--- config.mk ---
export PLATFORM = sky130hd
export DESIGN_NAME = dct_blk_ctrl
export DESIGN_NICKNAME = d
export VERILOG_FILES = /design/src/rtl/dct_blk_ctrl.sv
export SDC_FILE = /design/constraint.sdc
export NUM_CORES = 1
export LEC_CHECK = 0
export BUFFER_PORTS_ARGS = -buffer_cell sky130_fd_sc_hd__buf_4
export CAP_MARGIN = 20
export CELL_PAD_IN_SITES_DETAIL_PLACEMENT = 0
export CELL_PAD_IN_SITES_GLOBAL_PLACEMENT = 1
export CORE_MARGIN = 4
export CORE_UTILIZATION = 39
export CTS_BUF_LIST = sky130_fd_sc_hd__clkbuf_8 sky130_fd_sc_hd__clkbuf_16
export DETAILED_ROUTE_END_ITERATION = 10
export PLACE_DENSITY_LB_ADDON = 0.1
export SLEW_MARGIN = 20
export SYNTH_ARGS = -nofsm -noshare
export SYNTH_HDL_FRONTEND = slang
export SYNTH_SLANG_ARGS = --single-unit
--- constraint.sdc ---
create_clock -name clk -period 5.6 [get_ports clk]
set_clock_uncertainty 0.2 [all_clocks]
set_input_delay 0.56 -clock clk [delete_from_list [all_inputs] [get_ports clk]]
set_output_delay 0.56 -clock clk [all_outputs]
set_load 0.02 [all_outputs]
--- src/rtl/dct_blk_ctrl.sv ---
// Block controller for an 8-point row DCT: admits 8-row pixel blocks under
// downstream credit control, tracks rows in flight and tags results with row/block indices.
module dct_blk_ctrl #(
  parameter int DCT_LAT   = 6,
  parameter int OUT_DEPTH = 8
) (
  input  logic        clk,
  input  logic        rst_b,
  input  logic        enable,
  input  logic        abort,
  input  logic        s_valid,
  output logic        s_ready,
  input  logic [63:0] s_data,
  output logic        dct_de,
  output logic [63:0] dct_data,
  input  logic        credit_ret,
  output logic        res_valid,
  output logic [2:0]  res_row,
  output logic        res_last,
  output logic [7:0]  res_blk,
  output logic        busy,
  output logic        credit_err
);

  localparam int              IF_W     = $clog2(DCT_LAT + 2);
  localparam logic [3:0]      CRED_MAX = 4'(OUT_DEPTH);

  typedef enum logic [1:0] {IDLE, RUN, DRAIN} state_t;

  state_t             state, state_nxt;
  logic [2:0]         in_row;
  logic [3:0]         credits;
  logic [IF_W-1:0]    inflight;
  logic [DCT_LAT-1:0] vld_p;
  logic               accept;
  logic               cred_over;
  logic               cred_inc;

  assign s_ready   = (state == RUN) && (credits != '0) && !abort;
  assign accept    = s_valid && s_ready;
  assign res_valid = vld_p[DCT_LAT-1];
  assign res_last  = res_valid && (res_row == 3'd7);
  assign busy      = (state != IDLE) || (inflight != '0);

  // A return that would push credits past the buffer depth is dropped and flagged;
  // paired with an accept it is a legitimate swap and nets to no change.
  assign cred_over = credit_ret && !accept && (credits == CRED_MAX);
  assign cred_inc  = credit_ret && !cred_over;

  always_comb begin
    state_nxt = state;
    case (state)
      IDLE:    if (enable) state_nxt = RUN;
      RUN:     if (accept && (in_row == 3'd7) && !enable) state_nxt = DRAIN;
      DRAIN:   if ((inflight == '0) && !res_valid) state_nxt = IDLE;
      default: state_nxt = IDLE;
    endcase
    if (abort) state_nxt = IDLE;
  end

  always_ff @(posedge clk or negedge rst_b) begin
    if (!rst_b) begin
      state      <= IDLE;
      in_row     <= '0;
      credits    <= CRED_MAX;
      inflight   <= '0;
      credit_err <= 1'b0;
    end else begin
      state <= state_nxt;
      if (cred_over) credit_err <= 1'b1;
      if (abort) begin
        in_row   <= '0;
        credits  <= CRED_MAX;
        inflight <= '0;
      end else begin
        if (accept) in_row <= in_row + 3'd1;
        if (cred_inc && !accept)      credits <= credits + 4'd1;
        else if (accept && !cred_inc) credits <= credits - 4'd1;
        if (accept && !res_valid)      inflight <= inflight + IF_W'(1);
        else if (res_valid && !accept) inflight <= inflight - IF_W'(1);
      end
    end
  end

  // Stage p0: registered row launch into the DCT datapath
  always_ff @(posedge clk or negedge rst_b) begin
    if (!rst_b) begin
      dct_de   <= 1'b0;
      dct_data <= '0;
    end else begin
      dct_de <= accept && !abort;
      if (accept) dct_data <= s_data;
    end
  end

  // Stages p1..pN: valid shadow of the DCT pipeline and result tagging
  always_ff @(posedge clk or negedge rst_b) begin
    if (!rst_b) begin
      vld_p   <= '0;
      res_row <= '0;
      res_blk <= '0;
    end else if (abort) begin
      vld_p   <= '0;
      res_row <= '0;
      res_blk <= '0;
    end else begin
      vld_p <= (vld_p << 1) | DCT_LAT'(dct_de);
      if (res_valid) res_row <= res_row + 3'd1;
      if (res_last)  res_blk <= res_blk + 8'd1;
    end
  end

endmodule

==> run metrics <==
PD cells=402 mW/mm^2; CTS tree=yes; most frequent cells in the layout=205 x nand2_1, 152 x buf_4, 94 x dfrtp_1; Worst VDD drop=0.182 mV; drt drc=0; final max-slew violation count=0; die width=111 um; Worst setup SP type=flop; Worst-Skew Late Latency=0.36 ns; Post-Route WL=10.2 mm; worst slew pin tran=0.786 ns; R2R cell count=6; via count=3,492; Max Cap Viol=0; most used cell, CP=nand2_1; TritonRoute pass-1 iters=4; worst path cell trace=or4_1, nand2_4, inv_2, buf_4, nand2_1, nand2_1; nets@finish=674; Routed Antenna Nets=0; Slew HR=47.6%; Post-Route Setup TNS=0 ns; Synth Instances=455; post-cts resize count=0; Slowest-stage cell, CP=or4_1; commonest non-fill, non-tap cell in the layout=nand2_1; grt ovf=0; RSZ-0062 raised after global routing=no; crit-path max FO=73; post-DP HPWL=7.04 mm; CP peak stage delay=0.68 ns; Row Count=37; CTS Buffer Depth=2; starting DRC count in detailed routing=197; initial antenna violation count=0; Final WS setup=2.46 ns; Hold Fails Final Rpt=0; gpl congestion=0.793; share of cells above drive strength 1=29.3%; async set or reset register ratio after synthesis=100%; vias in the first global route=3,462; Port Buf Inserts=150; Num CTS Buffers=9; Synth warnings=0; H-tree lvl count=3; multi-input logic area=0.00161 mm^2; Storage cell area=0.00238 mm^2; synthesized netlist net count=534; Netlist cell types=49; CTS Sinks=95; CP arrival=3.19 ns; Initial Util=40.2%; Area Growth Syn to Fin=33.0%; Crit Path Class=flop to flop; CP required=5.65 ns; Post-CTS Setup Bufs=0; routed len/inst=13.9 um; drt via density=4.74; final std cells w/o fill=736; pre-CTS setup slack=2.12 ns; Top Ports=151; Post-synth EDFFs=0; synthesized area=0.00415 mm^2; pin count of the biggest net entering global routing=74; DP Cell Count=719; period utilization=56.1%; Leak=2.95 nW; Top FF cell, synth=dfrtp_1; Worst Setup End Kind=flop; number of diodes=0; GRT Resource Usage Total=16.7%; Levels on crit path=6; class of the worst hold path=input port to flop; Core Footprint=0.0103 mm^2; Buf+Inv Stages, Crit Path=2; Seq cells post-synth=95; Setup Viol. Count Final=0; first-pass GRT wire length=16.9 mm; Final min period=3.14 ns; Clock Pin Slew Worst Setup and Hold Paths=0.10 ns; CTS root buf=clkbuf_8; status=complete, no violations; synthesized area per cell=9.12 um^2; die height=111 um; Hold Path Stages=3; Max Fclk=0.318 GHz; top cell family by delay on the critical path=simple AND/OR/NAND/NOR gates; die area=0.0124 mm^2; post-synthesis sequential area ratio=57.3%; FILL cells=999
-- worst paths after layout --
check                                        from                        to  slack, ns
min reg2reg                    vld_p[4]$_DFF_PN0_        vld_p[5]$_DFF_PN0_       0.27
max reg2reg                credits[1]$_DFFE_PN0P_  dct_data[48]$_DFFE_PN0N_       2.46
min                                    s_data[41]  dct_data[41]$_DFFE_PN0N_       0.18
max                        credits[1]$_DFFE_PN0P_  dct_data[48]$_DFFE_PN0N_       2.46
min in group asynchronous                   rst_b    credits[1]$_DFFE_PN0P_       0.51
max in group asynchronous                   rst_b  dct_data[37]$_DFFE_PN0N_       3.57
-- synth_stat cells, drive strengths merged, types with 2 or more instances --
master / n / share of area [%]
a21oi: 5 / 0.60
a221oi: 2 / 0.42
a31oi: 2 / 0.30
and2: 2 / 0.30
buf: 18 / 2.5
clkbuf: 6 / 0.54
dfrtp: 94 / 57
fa: 2 / 0.96
ha: 7 / 2.1
inv: 11 / 0.99
mux2i: 5 / 1.2
nand2: 207 / 19
nand3: 10 / 1.2
nor2: 17 / 1.5
nor2b: 6 / 0.90
nor3: 9 / 1.1
nor3b: 2 / 0.36
nor4: 5 / 0.75
o21ai: 11 / 1.3
o31ai: 2 / 0.36
or3: 4 / 0.63
xnor2: 7 / 1.5
xor2: 3 / 0.63
-- metrics by stage --
stage | utilization (%) | hold WS [ns] | area [um^2] | power [W]
6_report | 53.5 | 0.180 | 5520 | 0.00222
5_1_grt | 53.5 | 0.155 | 5520 | 0.00238
3_5_place_dp | 51.7 | 0.253 | 5340 | 0.00183
2_1_floorplan | - | 0.0644 | 4150 | 0.00145
3_3_place_gp | 51.7 | 0.249 | 5340 | 0.00182
4_1_cts | 53.5 | 0.159 | 5520 | 0.00225
-- registers in the layout, indices dropped and copies added (netlist names) --
register    cells
dct_data       64
res_blk         8
vld_p           6
credits         4
in_row          3
inflight        3
res_row         3
state           2
credit_err      1
dct_de          1
-- metal layers --
layer	track usage (%)	vias to the layer above	wire length, um
li1	-	1738	-
met1	22.2	1619	4500
met2	24.4	120	4510
met3	7.42	15	1010
met4	5.19	0	175
met5	0	-	0
-- logic make-up (layout without fill, tap and decap cells) --
family / count (synthesis) / after routing / share of synthesized area, %
adders and majority gates: 9 / 9 / 3.08
AOI/OAI and AO/OA: 30 / 30 / 4.64
buffers and inverters: 35 / 180 / 4.01
muxes: 6 / 6 / 1.48
and+or+nand+nor: 270 / 270 / 27.4
DFF: 95 / 95 / 57.3
xor gates and xnor gates: 10 / 10 / 2.11
-- final cells by class --
class                   instances  area share [%]
clock buffers                   9            2.24
well taps                     136            3.08
inverters                      11           0.748
repair buffers                153            20.9
clock inverters                 7           0.884
multi-input cells             325            29.1
flip-flops and latches         95            43.1
-- timing repair --
item | CTS | global route
endpoints found under the hold margin | 38 | 0
hold buffers | 1 | 0
endpoints found under the setup margin | 0 | 0
-- worst min-delay path, stage by stage --
cell and delay, ns:
buf_4 0.07, nand2_1 0.04, nand2_1 0.04
-- power breakdown --
part	internal, W	switching (W)
Sequential	0.000853	0.000112
Combinational	0.000356	0.000492
Clock	0.000163	0.000244
No activity file was read; power rests on OpenSTA's default activity.
